[src/rtl/instr_mem_loader.sv]
// Byte-stream loader for the instruction memory: takes a 16-bit big-endian word count,
// then big-endian instruction bytes, and writes one 32-bit word per four bytes while holding the CPU.
module instr_mem_loader #(
  parameter logic [31:0] BASE_ADDR = 32'h0000_0000,
  parameter int unsigned MAX_WORDS = 256
) (
  input  logic        clk,
  input  logic        rst_n,
  input  logic        start,
  input  logic        in_valid,
  input  logic [7:0]  in_data,
  output logic        in_ready,
  output logic        mem_we,
  output logic [31:0] mem_addr,
  output logic [31:0] mem_wdata,
  output logic        cpu_hold,
  output logic        busy,
  output logic        done,
  output logic        err
);

  typedef enum logic [2:0] {IDLE, CNT_HI, CNT_LO, DATA, WRITE, DONE} state_t;

  state_t      state_q, state_d;
  logic [7:0]  cnt_hi_q, cnt_hi_d;
  logic [15:0] remaining_q, remaining_d;
  logic [1:0]  byte_idx_q, byte_idx_d;
  logic [31:0] word_q, word_d;
  logic [31:0] addr_q, addr_d;
  logic [31:0] wdata_q, wdata_d;
  logic        hold_q, hold_d;
  logic        err_q, err_d;
  logic [31:0] count_w;

  always_ff @(posedge clk or negedge rst_n) begin
    if (!rst_n) begin
      state_q     <= IDLE;
      cnt_hi_q    <= '0;
      remaining_q <= '0;
      byte_idx_q  <= '0;
      word_q      <= '0;
      addr_q      <= BASE_ADDR;
      wdata_q     <= '0;
      hold_q      <= 1'b1;
      err_q       <= 1'b0;
    end else begin
      state_q     <= state_d;
      cnt_hi_q    <= cnt_hi_d;
      remaining_q <= remaining_d;
      byte_idx_q  <= byte_idx_d;
      word_q      <= word_d;
      addr_q      <= addr_d;
      wdata_q     <= wdata_d;
      hold_q      <= hold_d;
      err_q       <= err_d;
    end
  end

  always_comb begin
    state_d     = state_q;
    cnt_hi_d    = cnt_hi_q;
    remaining_d = remaining_q;
    byte_idx_d  = byte_idx_q;
    word_d      = word_q;
    addr_d      = addr_q;
    wdata_d     = wdata_q;
    hold_d      = hold_q;
    err_d       = err_q;
    in_ready    = 1'b0;
    count_w     = {16'h0000, cnt_hi_q, in_data};

    unique case (state_q)
      IDLE: begin
        if (start) begin
          state_d    = CNT_HI;
          err_d      = 1'b0;
          hold_d     = 1'b1;
          addr_d     = BASE_ADDR;
          byte_idx_d = '0;
          word_d     = '0;
        end
      end
      CNT_HI: begin
        in_ready = 1'b1;
        if (in_valid) begin
          cnt_hi_d = in_data;
          state_d  = CNT_LO;
        end
      end
      CNT_LO: begin
        in_ready = 1'b1;
        if (in_valid) begin
          if (count_w == 32'd0) begin
            state_d = DONE;
            hold_d  = 1'b0;
          end else if (count_w > MAX_WORDS) begin
            state_d = IDLE;
            err_d   = 1'b1;
          end else begin
            remaining_d = count_w[15:0];
            state_d     = DATA;
          end
        end
      end
      DATA: begin
        in_ready = 1'b1;
        if (in_valid) begin
          // ~idx selects the lane MSB-first: byte0 -> [31:24] ... byte3 -> [7:0]
          word_d[{~byte_idx_q, 3'b000} +: 8] = in_data;
          byte_idx_d = byte_idx_q + 2'd1;
          if (byte_idx_q == 2'd3) begin
            wdata_d = word_d;
            state_d = WRITE;
          end
        end
      end
      WRITE: begin
        addr_d      = addr_q + 32'd4;
        remaining_d = remaining_q - 16'd1;
        byte_idx_d  = '0;
        if (remaining_q == 16'd1) begin
          state_d = DONE;
          hold_d  = 1'b0;
        end else begin
          state_d = DATA;
        end
      end
      DONE: state_d = IDLE;
      default: state_d = IDLE;
    endcase
  end

  assign mem_we    = (state_q == WRITE);
  assign mem_addr  = addr_q;
  assign mem_wdata = wdata_q;
  assign cpu_hold  = hold_q;
  assign busy      = (state_q == CNT_HI) || (state_q == CNT_LO) ||
                     (state_q == DATA)   || (state_q == WRITE);
  assign done      = (state_q == DONE);
  assign err       = err_q;

endmodule

[config.mk]
export PLATFORM = sky130hd
export DESIGN_NAME = instr_mem_loader
export DESIGN_NICKNAME = d
export VERILOG_FILES = /design/src/rtl/instr_mem_loader.sv
export SDC_FILE = /design/constraint.sdc
export NUM_CORES = 1
export LEC_CHECK = 0
export ABC_AREA = 1
export CAP_MARGIN = 10
export CORE_ASPECT_RATIO = 1.1
export CORE_MARGIN = 4
export CORE_UTILIZATION = 40
export DETAILED_ROUTE_END_ITERATION = 7
export GPL_ROUTABILITY_DRIVEN = 1
export HOLD_SLACK_MARGIN = 0.05
export PLACE_DENSITY = 0.7
export REMOVE_ABC_BUFFERS = 1
export SLEW_MARGIN = 0
export SYNTH_ARGS = -nofsm -noshare
export SYNTH_HDL_FRONTEND = slang
export SYNTH_SLANG_ARGS = --single-unit
[constraint.sdc]
create_clock -name clk -period 2.7 [get_ports clk]
set_clock_uncertainty 0.1 [all_clocks]
set_input_delay 0.54 -clock clk [delete_from_list [all_inputs] [get_ports clk]]
set_output_delay 0.54 -clock clk [all_outputs]
set_load 0.02 [all_outputs]
## Word level (Yosys, flattened, before mapping)

Index checks and enable logic that the tools add are counted.

- Bits in registers: 127
- Logic and storage cells: 87

- Add/sub/neg operators: 4
- $lt $le $gt $ge: 1
- Equal/unequal tests: 17
- Shift operators: 2
- Mux-type cells: 32
- Bitwise operators: 1
- Reductions and logical operators: 21

Operators by type and width:

| cell | count |
|---|---|
| one-hot mux 32 bit (2 select lines) | 2 |
| two-way mux 32 bit | 2 |
| two-way mux 16 bit | 3 |
| adder 32 x 3 -> 32 bit (second input constant) | 1 |
| bitwise mux 32 bit | 1 |
| one-hot mux 16 bit (2 select lines) | 1 |
| variable shift 8 x 7 -> 32 bit (first input constant) | 1 |
| indexed part select 8 x 7 -> 32 bit | 1 |
| two-way mux 3 bit | 7 |
| inequality test 2 bit (second input constant) | 9 |
| == test 16 x 1 -> 1 bit (second input constant) | 1 |
| greater-than comparator 16 x 9 -> 1 bit (second input constant) | 1 |
| zero test 16 bit | 1 |
| subtractor 16 x 1 -> 16 bit (second input constant) | 1 |
| one-hot mux 3 bit (5 select lines) | 1 |
| AND reduction 5 bit | 3 |
| two-way mux 1 bit | 9 |
| AND reduction 3 bit | 3 |
| nonzero test 2 bit | 4 |
| negator 5 -> 7 bit | 1 |
| == test 3 x 2 -> 1 bit (second input constant) | 2 |
| == test 3 bit (second input constant) | 2 |
| two-way mux 2 bit | 3 |
| one-hot mux 2 bit (3 select lines) | 1 |
| other kinds (13) | 17 |

## Logic depth before layout (Yosys ltp)

Gate-level depths: netlist of run 1.

- Depth after elaboration: 6
- Mapped depth: 11
- Depth with buffers taken out: 11

## Least setup slack after synthesis of run 1

Ideal clock, no wire load.

- Kind: flip-flop to flip-flop
- Start: register byte_idx_q[0]
- End: register wdata_q[26], in the netlist mem_wdata[26]
- Arrival time: 1.918 ns
- Data required time: 2.534 ns
- Path slack: 0.616 ns
- Cell stages (with the launch flop): 9
- Period minus slack after synthesis: 2.084 ns
- Path through: dfrtp_1 clkbuf_1 buf_2 inv_1 ha_1 nor3_2 nand2_1 o21ai_0 mux2_1

- Longest elaborated chain between the ends: 4
- Elaborated cells between the ends (all ways): 7
- Classes of those cells: add/sub: 1; eq/ne: 1; shift: 2; mux: 1; bitwise: 1; reduce/logical: 1

RTL lines:

| element | line | source |
|---|---|---|
| start: declaration | 27 | `logic [1:0] byte_idx_q, byte_idx_d;` |
| start signal: assignment | 50 | `byte_idx_q <= byte_idx_d;` |
| inverter 2 bit | 109 | `word_d[{~byte_idx_q, 3'b000} +: 8] = in_data;` |
| negator 5 -> 7 bit | 109 |  |
| indexed part select 8 x 7 -> 32 bit or variable shift 8 x 7 -> 32 bit (tied branches) | 109 |  |
| bitwise mux 32 bit | 109 |  |
| end signal: assignment | 53 | `wdata_q <= wdata_d;` |
| end: declaration | 30 | `logic [31:0] wdata_q, wdata_d;` |

Parallel ways exist; a longest one is shown, timed or not.
A chain may end at the register's enable or synchronous reset.

## Worst setup path after layout of run 1

- Start: register state_q[0]
- End: output busy

- Longest elaborated chain between the ends: 4
- Elaborated cells between the ends (all ways): 7
- Classes of those cells: eq/ne: 4; reduce/logical: 3

RTL lines:

| element | line | source |
|---|---|---|
| start: declaration | 24 | `state_t state_q, state_d;` |
| start signal: assignment | 47 | `state_q <= state_d;` |
| == test 3 x 1 -> 1 bit or == test 3 x 2 -> 1 bit (tied branches) | 137 | `assign busy = (state_q == CNT_HI) \|\| (state_q == CNT_LO) \|\|` |
| logical OR 1 bit (2 in series) | 137 |  |
| logical OR 1 bit (*) | 138 | `(state_q == DATA) \|\| (state_q == WRITE);` |
| end: declaration | 17 | `output logic busy,` |

Mark *: on every way between the ends. The rest lies on a longest branch, timed or not.

==> impl_metrics.json, run 1 <==
{
  "run_status": "complete, no violations",
  "cp_cell_sequence": "nor2_4 -> nor2_1 -> or2_2 -> clkdlybuf4s50_1",
  "drv_slew": 0,
  "cts_setup_buffers": 0,
  "yosysTopAreaCellShare_pct": 46.4,
  "vdd_drop_max_uv": 539,
  "cts_sinks": 125,
  "path_class": "reg -> out",
  "grt_pass1_vias": 5993,
  "finalNetCount": 995,
  "setup_tns_ps": 0,
  "synthFlopType": "dfrtp_1",
  "gp_congestion": 0.888,
  "power_density_nw_per_um2": 855,
  "cts_max_path_buffers": 2,
  "drt_first_pass_iters": 5,
  "start_util_pct": 40.9,
  "tightest_slew_ps": 724,
  "hold_viol": 0,
  "end_kind": "output pin",
  "clock_latency_ps": 420,
  "hold_path_class": "in -> async",
  "synthCells": 886,
  "hpwl_um": 12300,
  "crit_fanout": 6,
  "grt_max_degree": 126,
  "critPathMaxStageDelay_ps": 540,
  "yosysMostFrequentCell": "nand2_1",
  "rsz0062_at_grt": "false",
  "worstPathArrival_ps": 1980,
  "die_x_um": 131,
  "ios": 82,
  "ys_ff_latch": 125,
  "ys_seq_area_share_pct": 46.8,
  "antenna_found_initial": 0,
  "yosysTopAreaCell": "dfrtp_1",
  "fin_util_pct": 51.0,
  "ys_top_cells_by_count": "nand2_1 (214), dfrtp_1 (124), nor2_1 (122)",
  "num_rows": 49,
  "synthTopCellsByArea": "dfrtp_1 (46%), nand2_1 (12%), nor2_1 (6.8%)",
  "startpoint_type": "flop",
  "num_antenna_cells": 0,
  "clkSlewWorstSetupHoldPaths_ps": 60,
  "drive_gt1_share_pct": 7.50,
  "timing.final.crit_share_pct": 97.1,
  "report.final.setup_viol": 0,
  "fp.coreArea_um2": 16400,
  "synth_edf_count": 0,
  "fp.dieH_um": 144,
  "maxCapViolations": 0,
  "numCtsBuffers": 17,
  "numPortBuffers": 79,
  "dieArea_um2": 18900,
  "cts_tree": "built",
  "yosysWarnings": 0,
  "postRouteAntennaNets": 0,
  "cpMaxStageDelayCell": "clkdlybuf4s50_1",
  "drt_wl_total_um": 17500,
  "vias_per_cell": 5.11,
  "root_buffer": "clkbuf_16",
  "syn_to_final_growth_pct": 24.8,
  "synthArstFlopShare_pct": 100,
  "nFillCells": 1570,
  "remaining_drc_errors": 0,
  "cp-startpoint": "state_q[0]",
  "grt-ovfl-total": 0,
  "max_freq_mhz": 381,
  "post-route-min-period_ps": 2620,
  "ys_types": 37,
  "syn_avg_cell_area_um2": 7.55,
  "p_leak_nw": 3.79,
  "grt_first_pass_wirelength_um": 29500,
  "vias": 6090,
  "htreeDepth": 4,
  "grt.total_usage_pct": 19.2,
  "drt_iter0_drc": 476,
  "r2r-start": "byte_idx_q[0]",
  "relSlewSlack_pct": 51.8,
  "wl_per_cell_um": 14.7,
  "syn_area_um2": 6690,
  "worstPathRequired_ps": 2060
}
## kinds of logic (layout without fill, tap and decap cells)
| group | after synthesis | after routing | share of synthesized area [%] |
|---|---|---|---|
| buffers and inverters | 150 | 250 | 9.42 |
| adders and majority gates | 8 | 8 | 1.50 |
| xor gates and xnor gates | 5 | 5 | 0.654 |
| AOI/OAI and AO/OA | 155 | 155 | 13.4 |
| and+or+nand+nor | 436 | 436 | 27.2 |
| DFF | 125 | 125 | 46.8 |
| other | 1 | 2 | 0.0560 |
| muxes | 6 | 6 | 1.01 |
## worst max-delay path: cells and delay by family (launching register included)
| family | cells | cell delay [ps] |
|---|---|---|
| buf+inv | 1 | 540 |
| flops | 1 | 460 |
| simple gates | 3 | 580 |
## path summary, 6_finish.rpt
check / end / slack (ps) / depth (start not counted)
worst min-delay path: mem_wdata[19] / 70 / 2
worst max-delay path: busy / 80 / 4
worst min register to register: cpu_hold / 370 / 2
max in group asynchronous: word_q[4] / 1850 / 2
worst max register to register: word_q[4] / 810 / 5
min in group clk: cpu_hold / 370 / 2
## metal layers
| metal | vias to the layer above | track usage, % | share of wire (%) | wire length, µm |
|---|---|---|---|---|
| met5 | - | 0 | 0 | 0 |
| met1 | 2851 | 25.1 | 46 | 7970 |
| met4 | 0 | 6.69 | 2.1 | 367 |
| li1 | 3055 | - | - | - |
| met3 | 25 | 4.24 | 5.0 | 871 |
| met2 | 159 | 31.9 | 47 | 8290 |
## layout make-up
| cell class | count | area, µm² | area share, % |
|---|---|---|---|
| clock buffers | 17 | 425 | 5.09 |
| clock inverters | 14 | 194 | 2.32 |
| inverters | 123 | 462 | 5.53 |
| multi-input cells | 612 | 2950 | 35.3 |
| flip-flops and latches | 125 | 3130 | 37.5 |
| well taps | 204 | 255 | 3.06 |
| repair buffers | 96 | 941 | 11.3 |
## state kept, by name (all words and copies together), names as in the netlist
name,cells
mem_addr,30
err,1
cnt_hi_q,8
remaining_q,16
byte_idx_q,2
state_q,3
cpu_hold,1
mem_wdata,32
word_q,32
## where the power goes
group / switching [W] / internal (W)
registers: 0.000259 / 0.00218
logic: 0.00153 / 0.000774
clock network: 0.000860 / 0.00154
## repair_timing
item	in CTS	in global routing
gates resized for setup	0	1
hold buffers	0	0
endpoints found under the setup margin	0	1
## placed cells by master (no fill, tap or decap), types with 8 or more instances in the layout
master and count:
a21oi_1 34, buf_4 16, ha_1 8, nand3_1 59, clkbuf_16 17, dfrtp_1 124
nand2_1 214, a22oi_1 19, o21ai_0 51, o22ai_1 30, nor3_1 16, nor2_1 122
nand4_1 9, a31oi_1 9, inv_1 116, clkdlybuf4s50_1 78
## stage by stage
stage	std cells	total power (W)	hold WS, ps	setup slack, ps	instance area, µm²
3_5_place_dp	1160	0.00475	369	272	7730
4_1_cts	1191	0.00718	169	14.4	8350
3_3_place_gp	1160	0.00471	367	308	7730
6_report	1191	0.00714	68.1	77.7	8350
5_1_grt	1191	0.00760	188	16.1	8350
2_1_floorplan	860	0.00390	144	-638	6530
Note: power is estimated with default switching activity, not from simulation.
==> inputs of run 2 (changes only) <==
--- a/config.mk
+++ b/config.mk
@@ -7,8 +7,8 @@
 export LEC_CHECK = 0
 export ABC_AREA = 1
 export CAP_MARGIN = 10
-export CORE_ASPECT_RATIO = 1.1
-export CORE_MARGIN = 4
+export CORE_ASPECT_RATIO = 0.6
+export CORE_MARGIN = 2
 export CORE_UTILIZATION = 40
 export DETAILED_ROUTE_END_ITERATION = 7
 export GPL_ROUTABILITY_DRIVEN = 1
==> run 2 against run 1 <==
Against the previous run:
- sequential power hardly changed
- fmax hardly changed
- largest cell class unchanged
- via count is 2.1% higher
- critical path depth stayed put
- combinational power is 3% higher
- first-iteration DRC count is 35% higher
- largest power group unchanged
==> impl_metrics.json, run 2 (same netlist as run 1, synthesis figures left out) <==
{
  "rsz0062_at_grt": "false",
  "vias": 6220,
  "grt.total_usage_pct": 21.3,
  "setup_tns_ps": 0,
  "root_buffer": "clkbuf_16",
  "drive_gt1_share_pct": 7.68,
  "max_freq_mhz": 381,
  "start_util_pct": 41.0,
  "maxCapViolations": 0,
  "num_rows": 36,
  "postRouteAntennaNets": 0,
  "hold_viol": 0,
  "pre_cts_slack_ps": 308,
  "drv_slew": 0,
  "wl_per_cell_um": 14.9,
  "worstPathArrival_ps": 1980,
  "r2r-start": "byte_idx_q[0]",
  "most-common-layout-cells": "nand2_1 (214), dfrtp_1 (124), nor2_1 (122), inv_1 (116), clkdlybuf4s50_1 (78)",
  "end_kind": "output pin",
  "drt_first_pass_iters": 7,
  "cts_tree": "built",
  "cts_max_path_buffers": 2,
  "hold_path_class": "reg -> reg",
  "p_total_w": 0.00711,
  "drt_wl_total_um": 18200,
  "tightest_slew_ps": 592,
  "final_common_cell": "nand2_1",
  "dieArea_um2": 17800,
  "critPathTopFamily": "simple AND/OR/NAND/NOR gates",
  "run_status": "complete, no violations",
  "vias_per_cell": 5.11,
  "min_to": "cnt_hi_q[5]",
  "timing.final.crit_share_pct": 97.2,
  "critPathMaxStageDelay_ps": 540,
  "path_class": "reg -> out",
  "startpoint_type": "flop",
  "cp_cell_sequence": "nor2_4 -> nor2_1 -> or2_2 -> clkdlybuf4s50_1",
  "rrSetupSlack_ps": 670,
  "num_antenna_cells": 0,
  "die_x_um": 171,
  "fin_ws_ps": 76.1,
  "remaining_drc_errors": 0,
  "grt-ovfl-total": 0,
  "cpMaxStageDelayCell": "clkdlybuf4s50_1",
  "power_density_nw_per_um2": 848,
  "syn_to_final_growth_pct": 25.2,
  "finalNetCount": 997,
  "grt_max_degree": 59,
  "gp_congestion": 0.939,
  "worstPathRequired_ps": 2060,
  "reg2reg_depth": 6,
  "cts_sinks": 125,
  "path_buf_inv": 1,
  "reg2reg_to": "mem_wdata[26]",
  "htreeDepth": 4,
  "nFillCells": 1547,
  "cp-startpoint": "state_q[0]",
  "min-delay-start": "cnt_hi_q[5]",
  "grt_pass1_vias": 5588,
  "clock_latency_ps": 420,
  "relSlewSlack_pct": 60.5,
  "hpwl_um": 13300,
  "ios": 82,
  "fp.coreArea_um2": 16300,
  "clkSlewWorstSetupHoldPaths_ps": 60,
  "fin_util_pct": 51.4,
  "whs_path_depth": 2,
  "numCtsBuffers": 17,
  "report.final.setup_viol": 0,
  "post-route-min-period_ps": 2620,
  "p_leak_nw": 3.79,
  "fp.dieH_um": 104,
  "crit_fanout": 6,
  "antenna_found_initial": 0,
  "vdd_drop_max_uv": 458,
  "grt_first_pass_wirelength_um": 29700,
  "drt_iter0_drc": 644,
  "numPortBuffers": 79
}
-- run 2: cell count changes in the layout (fill, tap and decap cells not counted), sizes merged --
cell         delta
bufinv          -3
clkbuf          +1
clkinvlp        -3
dlygate4sd3     +1
buf             +1
inv             +6
-- run 2: stage by stage --
| stage | hold WS [ps] | instances | area [µm²] |
|---|---|---|---|
| after detailed placement | 374 | 1185 | 7780 |
| after global routing | 399 | 1218 | 8380 |
| final | 389 | 1218 | 8380 |
| after global placement | 369 | 1185 | 7780 |
| after floorplan | 144 | 860 | 6530 |
| after CTS | 388 | 1218 | 8370 |
-- run 2: tightest hold or removal path: stages, from the launching register on --
cell,delay [ps]
dfrtp_1,340
nand2_1,50
o21ai_0,60
-- run 2: power by group --
part | internal (W) | switching, W | total (W)
clock | 0.00133 | 0.000967 | 0.00229
combinational | 0.000776 | 0.00160 | 0.00237
sequential | 0.00218 | 0.000264 | 0.00244
-- run 2: metal layers --
| layer | vias up | track usage, % | wire length (µm) |
|---|---|---|---|
| met1 | 2926 | 35.7 | 9580 |
| met4 | 0 | 5.21 | 157 |
| li1 | 3062 | - | - |
| met3 | 12 | 5.94 | 1740 |
| met5 | - | 0 | 0 |
| met2 | 220 | 25.5 | 6680 |
-- run 2: layout make-up --
| type | count | area, µm² | share of cell area, % |
|---|---|---|---|
| sequential | 125 | 3130 | 37.3 |
| multi-input combinational | 612 | 2950 | 35.2 |
| timing repair buffer | 98 | 971 | 11.6 |
| inverter | 123 | 462 | 5.51 |
| clock buffer | 18 | 439 | 5.24 |
| tap | 228 | 285 | 3.40 |
| clock inverter | 14 | 146 | 1.75 |
-- run 2: timing repair --
action,in CTS,in global routing
hold buffers,1,0
resized for setup,0,1
setup endpoints to repair,0,2
setup buffers,0,0
hold endpoints to repair,20,0
-- run 2: worst max path at each step --
stage | end | cells past startpoint
2_1_floorplan | mem_wdata[26] | 4
3_3_place_gp | remaining_q[3] | 9
3_5_place_dp | remaining_q[2] | 9
4_1_cts | busy | 4
5_1_grt | busy | 4
6_report | busy | 4
==> inputs of run 3 (changes only) <==
--- a/config.mk
+++ b/config.mk
@@ -9,11 +9,11 @@
 export CAP_MARGIN = 10
 export CORE_ASPECT_RATIO = 0.6
 export CORE_MARGIN = 2
-export CORE_UTILIZATION = 40
+export CORE_UTILIZATION = 45
 export DETAILED_ROUTE_END_ITERATION = 7
 export GPL_ROUTABILITY_DRIVEN = 1
 export HOLD_SLACK_MARGIN = 0.05
-export PLACE_DENSITY = 0.7
+export PLACE_DENSITY = 0.76
 export REMOVE_ABC_BUFFERS = 1
 export SLEW_MARGIN = 0
 export SYNTH_ARGS = -nofsm -noshare
==> run 3 against run 2 <==
Against the previous run:
- clock power is 14% higher
- sequential cell count stayed put
- critical path depth stayed put
- wire length is 1.4% higher
- first-iteration DRC count is 5.7% lower
- via count is 1.3% higher
- combinational power hardly changed
- non-clock buffer count is 4 lower
- register-to-register slack worse by 260 ps
- die area is 11% lower
- critical path type unchanged
- critical endpoint is now mem_we
- largest cell class unchanged
==> impl_metrics.json, run 3 (same netlist as run 1, synthesis figures left out) <==
{
  "syn_to_final_growth_pct": 25.3,
  "num_rows": 34,
  "hold_viol": 0,
  "startpoint_type": "flop",
  "drive_gt1_share_pct": 7.20,
  "cp_cell_sequence": "nor2_4 -> nand2_2 -> inv_2 -> clkdlybuf4s50_1",
  "tightest_slew_ps": 704,
  "reg2reg_to": "word_q[31]",
  "end_kind": "output pin",
  "remaining_drc_errors": 0,
  "most-common-layout-cells": "nand2_1 (214), dfrtp_1 (124), nor2_1 (122), inv_1 (116), clkdlybuf4s50_1 (77)",
  "final_common_cell": "nand2_1",
  "start_util_pct": 46.1,
  "post-route-min-period_ps": 2560,
  "grt_max_degree": 59,
  "cpMaxStageDelayCell": "clkdlybuf4s50_1",
  "cts_tree": "built",
  "run_status": "complete, no violations",
  "clkSlewWorstSetupHoldPaths_ps": 60,
  "drt_first_pass_iters": 5,
  "min_to": "mem_wdata[29]",
  "worstPathArrival_ps": 1920,
  "dp.cells": 1151,
  "grt_pass1_vias": 5848,
  "fp.dieH_um": 98.5,
  "stdcell_count": 1184,
  "p_leak_nw": 3.82,
  "vdd_drop_max_uv": 526,
  "fin_util_pct": 57.8,
  "maxCapViolations": 0,
  "r2r-start": "byte_idx_q[1]",
  "postLayoutCellArea_um2": 8390,
  "power_density_nw_per_um2": 883,
  "wl_per_cell_um": 15.5,
  "vias": 6302,
  "htreeDepth": 4,
  "fp.coreArea_um2": 14500,
  "hold_path_class": "reg -> reg",
  "die_x_um": 161,
  "vias_per_cell": 5.32,
  "gp_congestion": 0.938,
  "postRouteAntennaNets": 0,
  "cts_max_path_buffers": 2,
  "worstPathRequired_ps": 2060,
  "cts_setup_buffers": 0,
  "clock_latency_ps": 420,
  "rsz0062_at_grt": "false",
  "nFillCells": 1319,
  "critPathMaxStageDelay_ps": 690,
  "holdWs_ps": 388,
  "finalNetCount": 993,
  "timing.final.crit_share_pct": 94.9,
  "root_buffer": "clkbuf_16",
  "ios": 82,
  "placed_cell_area_um2": 7710,
  "drv_slew": 0,
  "max_freq_mhz": 390,
  "grt-ovfl-total": 0,
  "hpwl_um": 13200,
  "grt.total_usage_pct": 24.0,
  "rrSetupSlack_ps": 410,
  "dieArea_um2": 15900,
  "path_buf_inv": 2,
  "min-delay-start": "mem_wdata[29]",
  "crit_fanout": 6,
  "numPortBuffers": 79,
  "antenna_found_initial": 0,
  "drt_wl_total_um": 18400,
  "fin_ws_ps": 137,
  "report.final.setup_viol": 0,
  "cts_sinks": 125,
  "whs_path_depth": 1,
  "reg2reg_depth": 8,
  "relSlewSlack_pct": 52.8,
  "grt_first_pass_wirelength_um": 30100,
  "drt_iter0_drc": 607,
  "path_class": "reg -> out",
  "numCtsBuffers": 17,
  "pre_cts_slack_ps": 361,
  "critPathTopFamily": "buffers and inverters",
  "num_antenna_cells": 0
}
[run 3: cell count changes in the layout (fill, tap and decap cells not counted), moves of 2 or more]
cell | before | now
bufinv_16 | 1 | 5
buf_4 | 16 | 12
clkinvlp_4 | 2 | 0
inv_8 | 2 | 0
[run 3: what timing repair did]
| action | in CTS | in global routing |
|---|---|---|
| endpoints found under the hold margin | 40 | 0 |
| hold buffers | 1 | 0 |
| setup endpoints to repair | 0 | 2 |
| gates resized for setup | 0 | 2 |
[run 3: where the power goes]
group	internal (W)	leakage, nW	switching (W)
clock	0.00166	0.321	0.000938
sequential	0.00218	1.65	0.000276
combinational	0.000745	1.85	0.00161
[run 3: how the worst max path moves through the flow]
stage	startpoint	endpoint	cells past startpoint	slack, ps
after global routing	state_q[0]	mem_we	4	50
after CTS	state_q[0]	busy	4	10
after detailed placement	in_data[1]	remaining_q[1]	9	360
after floorplan	byte_idx_q[0]	mem_wdata[26]	4	-640
after global placement	in_data[1]	remaining_q[3]	9	390
final	state_q[0]	mem_we	4	140
[run 3: area by class of cell]
class	instances	area, µm²	share of cell area [%]
Sequential cell	125	3130	37.3
Clock inverter	14	229	2.73
Multi-Input combinational cell	612	2950	35.1
Timing Repair Buffer	94	943	11.2
Clock buffer	18	429	5.12
Inverter	123	462	5.51
Tap cell	198	248	2.95
[run 3: per-layer routing]
layer	GRT usage, %	wire length (µm)
met1	37.6	9100
met2	31.4	7220
met3	7.15	1880
met4	6.87	215
met5	0	0
[run 3: per-stage QoR]
step                TNS (ps)  power (W)
finish                     0    0.00740
global route               0    0.00782
CTS                        0    0.00738
detailed placement         0    0.00476
global placement           0    0.00470
floorplan             -16840    0.00390
